==> src/rtl/usb_cdc_pkg.sv <==
// Shared types and widths for the CDC stream buffer: byte type, statistics
// counter widths and the TX pacing FSM states.
package usb_cdc_pkg;

    typedef logic [7:0] byte_t;

    localparam int STAT_BYTES_W = 32;
    localparam int STAT_DROP_W  = 16;

    typedef enum logic {
        IDLE,
        BURST
    } tx_state_t;

endpackage

==> src/rtl/usb_cdc_sync_fifo.sv <==
// Show-ahead synchronous byte FIFO with occupancy count and synchronous clear.
// Writes are not gated internally; the caller guarantees space (or a same-cycle pop).
module usb_cdc_sync_fifo
    import usb_cdc_pkg::*;
#(
    parameter int DEPTH = 64
) (
    input  logic                   clk,
    input  logic                   rstn,
    input  logic                   clr,
    input  logic                   wr_en,
    input  byte_t                  wr_data,
    input  logic                   rd_en,
    output byte_t                  rd_data,
    output logic [$clog2(DEPTH):0] count
);

    localparam int AW = $clog2(DEPTH);
    typedef logic [AW:0] ptr_t;

    byte_t mem [DEPTH];
    ptr_t  wr_ptr;
    ptr_t  rd_ptr;

    // Pointers carry one extra bit so full and empty differ without a flag.
    always_ff @(posedge clk or negedge rstn) begin
        if (!rstn) begin
            wr_ptr <= '0;
            rd_ptr <= '0;
        end else if (clr) begin
            wr_ptr <= '0;
            rd_ptr <= '0;
        end else begin
            if (wr_en)
                wr_ptr <= wr_ptr + ptr_t'(1);
            if (rd_en)
                rd_ptr <= rd_ptr + ptr_t'(1);
        end
    end

    always_ff @(posedge clk) begin
        if (wr_en && !clr)
            mem[wr_ptr[AW-1:0]] <= wr_data;
    end

    assign rd_data = mem[rd_ptr[AW-1:0]];
    assign count   = wr_ptr - rd_ptr;

endmodule

==> src/rtl/usb_cdc_stream_buf.sv <==
// CDC data-channel buffer: paced TX bursts towards the bulk IN endpoint and a
// backpressured RX queue from bulk OUT. Statistics built only with USB_CDC_BUF_STATS_EN.
module usb_cdc_stream_buf
    import usb_cdc_pkg::*;
#(
    parameter int TX_DEPTH      = 64,
    parameter int RX_DEPTH      = 64,
    parameter int MAX_PKT       = 32,
    parameter int FLUSH_TIMEOUT = 60000
) (
    input  logic                    clk,
    input  logic                    rstn,
    input  logic                    usb_rstn,
    input  logic [7:0]              tx_data,
    input  logic                    tx_valid,
    output logic                    tx_ready,
    input  logic                    tx_flush,
    output logic [7:0]              ep_in_data,
    output logic                    ep_in_valid,
    input  logic                    ep_in_ready,
    input  logic [7:0]              ep_out_data,
    input  logic                    ep_out_valid,
    output logic [7:0]              rx_data,
    output logic                    rx_valid,
    input  logic                    rx_ready,
    output logic                    rx_overflow,
    output logic [STAT_BYTES_W-1:0] stat_tx_bytes,
    output logic [STAT_BYTES_W-1:0] stat_rx_bytes,
    output logic [STAT_DROP_W-1:0]  stat_rx_drop
);

    localparam int TCW = $clog2(TX_DEPTH) + 1;
    localparam int RCW = $clog2(RX_DEPTH) + 1;
    localparam int BW  = $clog2(MAX_PKT + 1);
    localparam int TW  = $clog2(FLUSH_TIMEOUT + 1);
    localparam logic [TCW-1:0] MAX_PKT_C = TCW'(MAX_PKT);
    localparam logic [TW-1:0]  TIMEOUT_C = TW'(FLUSH_TIMEOUT);

    tx_state_t      state;
    logic           run_q;
    logic [BW-1:0]  burst_cnt;
    logic [TW-1:0]  timer;
    logic [TCW-1:0] tx_count;
    logic [RCW-1:0] rx_count;
    byte_t          tx_head;
    byte_t          rx_head;
    logic           tx_wr, tx_pop, tx_has_data, tx_full, start_burst;
    logic           rx_wr, rx_pop, rx_full, rx_drop;

    // Holds tx_ready low while rstn is asserted even though the FIFO is empty.
    always_ff @(posedge clk or negedge rstn) begin
        if (!rstn)
            run_q <= 1'b0;
        else
            run_q <= 1'b1;
    end

    assign tx_full     = tx_count[TCW-1];
    assign tx_has_data = (tx_count != '0);
    assign tx_ready    = run_q & usb_rstn & ~tx_full;
    assign tx_wr       = tx_valid & tx_ready;
    assign ep_in_valid = (state == BURST);
    assign ep_in_data  = ep_in_valid ? tx_head : 8'h00;
    assign tx_pop      = ep_in_valid & ep_in_ready & usb_rstn;
    assign start_burst = (tx_count >= MAX_PKT_C) ||
                         (tx_has_data && (tx_flush || timer == TIMEOUT_C));

    usb_cdc_sync_fifo #(.DEPTH(TX_DEPTH)) u_tx_fifo (
        .clk     (clk),
        .rstn    (rstn),
        .clr     (~usb_rstn),
        .wr_en   (tx_wr),
        .wr_data (tx_data),
        .rd_en   (tx_pop),
        .rd_data (tx_head),
        .count   (tx_count)
    );

    // Burst length is latched on entry so bytes written mid-burst wait for the next one.
    always_ff @(posedge clk or negedge rstn) begin
        if (!rstn) begin
            state     <= IDLE;
            burst_cnt <= '0;
            timer     <= '0;
        end else if (!usb_rstn) begin
            state     <= IDLE;
            burst_cnt <= '0;
            timer     <= '0;
        end else begin
            case (state)
                IDLE: begin
                    if (start_burst) begin
                        state     <= BURST;
                        burst_cnt <= (tx_count >= MAX_PKT_C) ? BW'(MAX_PKT) : BW'(tx_count);
                    end
                    if (tx_wr)
                        timer <= '0;
                    else if (tx_has_data && timer != TIMEOUT_C)
                        timer <= timer + TW'(1);
                end
                BURST: begin
                    if (tx_wr)
                        timer <= '0;
                    if (tx_pop) begin
                        burst_cnt <= burst_cnt - BW'(1);
                        if (burst_cnt == BW'(1)) begin
                            state <= IDLE;
                            timer <= '0;
                        end
                    end
                end
                default: state <= IDLE;
            endcase
        end
    end

    assign rx_valid = (rx_count != '0);
    assign rx_full  = rx_count[RCW-1];
    assign rx_pop   = rx_valid & rx_ready;
    assign rx_wr    = ep_out_valid & usb_rstn & (~rx_full | rx_pop);
    assign rx_drop  = ep_out_valid & usb_rstn & rx_full & ~rx_pop;
    assign rx_data  = rx_valid ? rx_head : 8'h00;

    usb_cdc_sync_fifo #(.DEPTH(RX_DEPTH)) u_rx_fifo (
        .clk     (clk),
        .rstn    (rstn),
        .clr     (~usb_rstn),
        .wr_en   (rx_wr),
        .wr_data (ep_out_data),
        .rd_en   (rx_pop),
        .rd_data (rx_head),
        .count   (rx_count)
    );

    always_ff @(posedge clk or negedge rstn) begin
        if (!rstn)
            rx_overflow <= 1'b0;
        else if (rx_drop)
            rx_overflow <= 1'b1;
    end

`ifdef USB_CDC_BUF_STATS_EN
    logic [STAT_BYTES_W-1:0] tx_bytes_q;
    logic [STAT_BYTES_W-1:0] rx_bytes_q;
    logic [STAT_DROP_W-1:0]  drop_q;

    always_ff @(posedge clk or negedge rstn) begin
        if (!rstn) begin
            tx_bytes_q <= '0;
            rx_bytes_q <= '0;
            drop_q     <= '0;
        end else begin
            if (tx_pop)
                tx_bytes_q <= tx_bytes_q + STAT_BYTES_W'(1);
            if (rx_wr)
                rx_bytes_q <= rx_bytes_q + STAT_BYTES_W'(1);
            if (rx_drop && drop_q != '1)
                drop_q <= drop_q + STAT_DROP_W'(1);
        end
    end

    assign stat_tx_bytes = tx_bytes_q;
    assign stat_rx_bytes = rx_bytes_q;
    assign stat_rx_drop  = drop_q;
`else
    assign stat_tx_bytes = '0;
    assign stat_rx_bytes = '0;
    assign stat_rx_drop  = '0;
`endif

endmodule

==> config.mk <==
export PLATFORM = sky130hd
export DESIGN_NAME = usb_cdc_stream_buf
export DESIGN_NICKNAME = d
export VERILOG_FILES = /design/src/rtl/usb_cdc_pkg.sv /design/src/rtl/usb_cdc_sync_fifo.sv /design/src/rtl/usb_cdc_stream_buf.sv
export SDC_FILE = /design/constraint.sdc
export NUM_CORES = 1
export LEC_CHECK = 0
export BUFFER_PORTS_ARGS = -buffer_cell sky130_fd_sc_hd__buf_2
export CAP_MARGIN = 5
export CORE_MARGIN = 3
export CORE_UTILIZATION = 55
export DETAILED_ROUTE_END_ITERATION = 10
export GPL_ROUTABILITY_DRIVEN = 1
export GPL_TIMING_DRIVEN = 0
export MAX_ROUTING_LAYER = met4
export PLACE_DENSITY = 0.72
export SYNTH_ARGS = -nofsm -noshare
export SYNTH_HDL_FRONTEND = slang
export SYNTH_SLANG_ARGS = --single-unit
==> constraint.sdc <==
create_clock -name clk -period 4.8 [get_ports clk]
set_input_delay 0.96 -clock clk [delete_from_list [all_inputs] [get_ports clk]]
set_output_delay 0.96 -clock clk [all_outputs]
set_load 0.02 [all_outputs]
==> impl_metrics.env, run 1 <==
export IMPL_status="finished, final reports clean"
export IMPL_reg2reg_from="u_rx_fifo.rd_ptr[5]"
export IMPL_root_buffer="clkbuf_16"
export IMPL_syn_to_final_growth_pct=13.7
export IMPL_power_switching_mw=6.08
export IMPL_core_area_um2=78200
export IMPL_via_count=22600
export IMPL_cts_max_level=3
export IMPL_wl_per_cell_um=28.3
export IMPL_syn_instance_count=2219
export IMPL_yosysTopAreaCellShare_pct=70.1
export IMPL_required_ns=5.10
export IMPL_cts_buffers=105
export IMPL_place_area_um2=45800
export IMPL_drt_total_wl_mm=101
export IMPL_synth_edf_count=1024
export IMPL_r2r_slack_ns=0.04
export IMPL_synth_distinct_cells=75
export IMPL_vdd_drop_max_v=0.000442
export IMPL_worst_r2r_cell_count=9
export IMPL_hold_class="input pin to asynchronous set/reset pin"
export IMPL_synthMostInstantiatedCell="edfxtp_1"
export IMPL_synth_flop_cell="edfxtp_1"
export IMPL_syn_mean_instance_area_um2=19.8
export IMPL_combPwrFrac_pct=19.4
export IMPL_leakage_nw=16.1
export IMPL_track_usage_pct=25.7
export IMPL_finalWeightedCongestion=0.915
export IMPL_criticalPathCategory="flop to flop"
export IMPL_grt_max_degree=65
export IMPL_max_freq_mhz=210
export IMPL_swShare_pct=26.3
export IMPL_place_inst=3387
export IMPL_hold_buffers=0
export IMPL_initial_utilization_pct=56.1
export IMPL_drc=0
export IMPL_design_area_um2=49900
export IMPL_rr_endpoint="u_rx_fifo.mem[13][7]"
export IMPL_cts_buffer_depth=3
export IMPL_p_clk_share_pct=35.5
export IMPL_cp_arrival_ns=5.06
export IMPL_fp_dieW_um=288
export IMPL_die_h_um=288
export IMPL_grt_ovfl_total=0
export IMPL_grt_antenna_before_repair=4
export IMPL_grt_pass1_vias=22900
export IMPL_yosysWarnings=0
export IMPL_cp_max_fo=11
export IMPL_port_buffers=43
export IMPL_fillerInstances=5170
export IMPL_worstMarginPinSlew_ns=1.28
export IMPL_synthTopCellsByCount="edfxtp_1 (1,024), mux4_2 (304), nor2_1 (135), nand2_1 (90), buf_4 (80)"
export IMPL_netlist_area_um2=43900
export IMPL_drt_first_pass_iters=8
export IMPL_p_int_mw=17.0
export IMPL_power_density_nw_per_um2=463
export IMPL_fp_row_count=102
export IMPL_yosysTopAreaCell="edfxtp_1"
export IMPL_finClkSkew_ns=0.0555
export IMPL_drive_gt1_share_pct=29.1
export IMPL_final_antenna_net_count=0
export IMPL_start_kind="flop"
export IMPL_cap_violations=0
export IMPL_drt_iter0_drc=2807
export IMPL_finalSetupViolations=0
export IMPL_cts_sinks=1077
export IMPL_finalCritPeriodShare_pct=99.1
export IMPL_slew_headroom_pct=14.9
export IMPL_cp_end_kind="flop"
export IMPL_clk_latency_ns=0.69
export IMPL_cts_clk_slew_worst_paths_ns=0.06
export IMPL_hold_violations=0
export IMPL_period_minus_slack_ns=4.76
export IMPL_worst_slack_ns=0.0439
export IMPL_synth_seq_area_share_pct=73.1
export IMPL_nNetsFinal=2496
export IMPL_ys_seq_elements=1077
export IMPL_maxSlewViolCount=0
export IMPL_ios=124
export IMPL_final_cells=3585
export IMPL_grt_setup_unrepaired="yes"
export IMPL_dieArea_um2=83200
export IMPL_grt_pass1_wl_mm=151
export IMPL_dp_hpwl_mm=64.5
export IMPL_sequentialPowerShare_pct=45.1
export IMPL_tritoncts="done"
export IMPL_synthArstFlopShare_pct=4.92
export IMPL_pre_cts_slack_ns=-1.29
export IMPL_vias_per_cell=6.31
export IMPL_synthTopCellsByArea="edfxtp_1 (70%), mux4_2 (16%), dfrtp_1 (3.0%)"
export IMPL_final_core_util_pct=63.7
==> power by group through the flow <==
stage          clock [mW]  combinational, mW  sequential [mW]
6_report             8.20               4.47             10.4
5_1_grt              8.68               4.72             10.4
4_1_cts              8.29               4.45             10.4
3_5_place_dp            0               4.17             10.6
3_3_place_gp            0               4.12             10.6
2_1_floorplan           0               2.84             10.6
==> layout make-up <==
type | instances | area, um^2 | share of cell area [%]
Antenna cell | 4 | 10.0 | 0.0201
Buffer | 184 | 1150 | 2.31
Clock buffer | 124 | 2720 | 5.45
Clock inverter | 73 | 743 | 1.49
Inverter | 30 | 118 | 0.236
Multi-Input combinational cell | 997 | 11400 | 22.8
Sequential cell | 1077 | 32100 | 64.3
Tap cell | 1040 | 1300 | 2.61
Timing Repair Buffer | 56 | 359 | 0.720
==> cell families after synthesis <==
group,synth area share (%)
AO/OA/AOI/OAI,2.16
XOR/XNOR,0.399
adder cells (fa/ha/maj),0.616
buffers and inverters,2.70
flip-flops,73.1
multiplexers,16.8
other,0.0171
AND/OR/NAND/NOR,4.21
==> worst max path at each step <==
stage / start / end / slack (ns) / cells past startpoint
final: u_rx_fifo.rd_ptr[5] / u_rx_fifo.mem[13][7] / 0.04 / 9
after global placement: u_tx_fifo.rd_ptr[1] / u_tx_fifo.mem[43][4] / -1.31 / 11
after CTS: u_rx_fifo.rd_ptr[1] / rx_data[2] / -0.01 / 13
after floorplan: u_rx_fifo.rd_ptr[4] / rx_data[0] / 0.38 / 11
after global routing: u_rx_fifo.rd_ptr[4] / u_rx_fifo.mem[52][5] / -0.16 / 11
after detailed placement: u_tx_fifo.rd_ptr[1] / u_tx_fifo.mem[43][4] / -1.29 / 11
==> state kept, by name, summed over array words and instances (netlist names), 6 cells and up <==
signal,flops
u_rx_fifo.mem,512
u_tx_fifo.mem,512
timer,16
u_rx_fifo.rd_ptr,7
u_rx_fifo.wr_ptr,7
u_tx_fifo.rd_ptr,7
u_tx_fifo.wr_ptr,7
burst_cnt,6
==> through the flow <==
stage / TNS [ns] / hold slack [ns] / power, mW
2_1_floorplan: 0 / 0.448 / 13.4
3_3_place_gp: -785.73 / 0.475 / 14.7
3_5_place_dp: -744.19 / 0.502 / 14.8
4_1_cts: -0.0130 / 0.504 / 23.2
5_1_grt: -7.32 / 0.360 / 23.8
6_report: 0 / 0.318 / 23.1
==> per-layer routing <==
layer	routed length [um]	track usage, %
met2	51500	42.0
met4	3350	8.31
met3	8000	4.37
met1	38500	33.4
met5	0	-
==> critical path: stages, from the launching register on <==
cell,delay [ns]
dfrtp_4,0.59
inv_1,0.29
ha_1,0.34
a21oi_1,0.19
nor2_1,0.06
a31oi_1,0.35
a311oi_1,0.24
nor3_1,0.47
nand4b_1,0.87
nor2_1,0.95
==> cells in the final DEF, fill, tap and decap left out, types with 8 or more instances in the layout <==
cell,count
clkbuf_1,61
o21ai_0,32
nor2_1,90
or3_1,11
nor2_2,22
nand3_1,21
nor3_1,10
dfrtp_1,48
ha_1,20
and3_1,20
a211oi_4,8
xnor2_1,12
mux2i_1,45
nand4_1,17
clkbuf_4,10
and2_1,12
bufinv_16,11
nor4_1,8
buf_2,49
o22ai_1,8
o211ai_1,8
xor2_1,8
nor2_4,32
clkinv_1,32
clkinv_2,17
conb_1,81
a31oi_1,9
mux4_2,304
edfxtp_1,1024
nand2_1,87
clkbuf_16,106
inv_1,23
a21oi_1,16
buf_1,19
buf_4,103
==> repair_timing <==
item | CTS | global route
buffers inserted | 1 | 4
resized for setup | 144 | 42
pin swaps | 0 | 2
setup endpoints to repair | 1024 | 488
Note: power is estimated with default switching activity, not from simulation.
==> run 2, diff against run 1 <==
BUFFER_PORTS_ARGS = -buffer_cell sky130_fd_sc_hd__clkbuf_2   (was -buffer_cell sky130_fd_sc_hd__buf_2)
==> impl_metrics.env, run 2 (same netlist as run 1, synthesis figures left out) <==
export IMPL_status="finished, final reports clean"
export IMPL_leakage_nw=16.2
export IMPL_syn_to_final_growth_pct=14.1
export IMPL_drc=0
export IMPL_max_freq_mhz=213
export IMPL_drt_first_pass_iters=5
export IMPL_worst_slack_ns=0.0987
export IMPL_layout_common_cells="edfxtp_1 (1,024), mux4_2 (304), clkbuf_16 (105), buf_4 (99), nand2_1 (87)"
export IMPL_ios=124
export IMPL_grt_use_met3_pct=4.03
export IMPL_vias_per_cell=6.31
export IMPL_initial_utilization_pct=56.1
export IMPL_start_kind="flop"
export IMPL_slew_headroom_pct=29.8
export IMPL_grt_pass1_wl_mm=150
export IMPL_gr_usage_met2_pct=41.2
export IMPL_wl_per_cell_um=28.3
export IMPL_core_area_um2=78200
export IMPL_grt_max_degree=65
export IMPL_vdd_drop_max_v=0.000499
export IMPL_drive_gt1_share_pct=29.8
export IMPL_cts_sinks=1077
export IMPL_track_usage_pct=25.6
export IMPL_grt_antenna_before_repair=3
export IMPL_dp_hpwl_mm=64.8
export IMPL_final_cells=3596
export IMPL_fillerInstances=5096
export IMPL_pre_cts_slack_ns=-1.36
export IMPL_cts_clk_slew_worst_paths_ns=0.06
export IMPL_fp_row_count=102
export IMPL_cts_buffer_depth=3
export IMPL_via_count=22700
export IMPL_met1_usage_pct=34.1
export IMPL_cts_max_level=3
export IMPL_port_buffers=43
export IMPL_power_density_nw_per_um2=457
export IMPL_finalCritPeriodShare_pct=97.9
export IMPL_final_antenna_net_count=0
export IMPL_final_setup_tns_ns=0
export IMPL_hold_buffers=0
export IMPL_place_inst=3387
export IMPL_place_area_um2=45800
export IMPL_worstMarginPinSlew_ns=1.05
export IMPL_cp_arrival_ns=5.02
export IMPL_nNetsFinal=2512
export IMPL_design_area_um2=50000
export IMPL_fp_dieW_um=288
export IMPL_hold_violations=0
export IMPL_final_common_cell="edfxtp_1"
export IMPL_cp_end_kind="flop"
export IMPL_clk_latency_ns=0.69
export IMPL_required_ns=5.12
export IMPL_top_usage_layer="met2"
export IMPL_grt_ovfl_total=0
export IMPL_die_h_um=288
export IMPL_grt_pass1_vias=22700
export IMPL_dieArea_um2=83200
export IMPL_cts_buffers=105
export IMPL_maxSlewViolCount=0
export IMPL_root_buffer="clkbuf_16"
export IMPL_r2r_slack_ns=0.1
export IMPL_finalSetupViolations=0
export IMPL_tritoncts="done"
export IMPL_period_minus_slack_ns=4.70
export IMPL_drt_total_wl_mm=102
export IMPL_drt_iter0_drc=2528
export IMPL_cap_violations=0
export IMPL_finalWeightedCongestion=0.923
export IMPL_cp_max_fo=11
export IMPL_finClkSkew_ns=0.0472
export IMPL_hold_class="input pin to asynchronous set/reset pin"
export IMPL_criticalPathCategory="flop to flop"
run 2: what timing repair did:
action                                   CTS  global route
endpoints found under the setup margin  1022           507
gates cloned                               1             0
pin swaps                                  1             4
resized for setup                        152            44
setup buffers                              1             5
run 2: worst paths after layout:
kind	start	end	depth (start not counted)
worst min-delay path	rstn	rx_overflow	1
min in group clk	timer[9]	timer[9]	1
worst min register to register	timer[9]	timer[9]	1
worst max register to register	u_tx_fifo.rd_ptr[1]	u_tx_fifo.mem[50][4]	11
worst max-delay path	u_tx_fifo.rd_ptr[1]	u_tx_fifo.mem[50][4]	11
max in group asynchronous	rstn	u_rx_fifo.rd_ptr[5]	1
run 2: metal layers:
layer | vias to the layer above | routed length [um]
li1 | 9422 | -
met1 | 12000 | 39000
met2 | 1096 | 51500
met3 | 211 | 7650
met4 | 0 | 3590
met5 | - | 0
run 2: stage by stage:
step	utilization [%]	power (mW)	hold WS, ns
floorplan	-	13.4	0.448
CTS	63.4	22.9	0.400
global route	64.0	23.6	0.446
global placement	58.4	14.7	0.473
detailed placement	58.5	14.8	0.496
finish	64.0	22.9	0.406
run 2: area by class of cell:
cell class                 count  area (um^2)  share of cell area (%)
buffer                       184         1150                    2.30
clock inverter                64          596                    1.19
inverter                      30          120                   0.240
timing repair buffer          72          652                    1.30
antenna                        3         7.51                  0.0150
clock buffer                 129         2720                    5.43
tap                         1040         1300                    2.60
multi-input combinational    997        11400                    22.8
sequential                  1077        32100                    64.1
run 2: critical path, stage by stage (launching register included):
cell and delay (ns):
dfrtp_1 0.37, clkbuf_4 0.29, inv_2 0.16, buf_2 0.27, fa_1 0.53, a21o_1 0.20
a221oi_2 0.38, xor2_1 0.30, nor3b_2 0.50, nor2b_2 0.46, nand2_2 0.45, nor2_4 0.45
run 2: power by group:
part | leakage [nW] | internal, mW | switching, mW
Combinational | 4.63 | 2.00 | 2.52
Sequential | 9.92 | 10.4 | 0.0632
Clock | 1.61 | 4.43 | 3.49
Total | 16.2 | 16.8 | 6.08
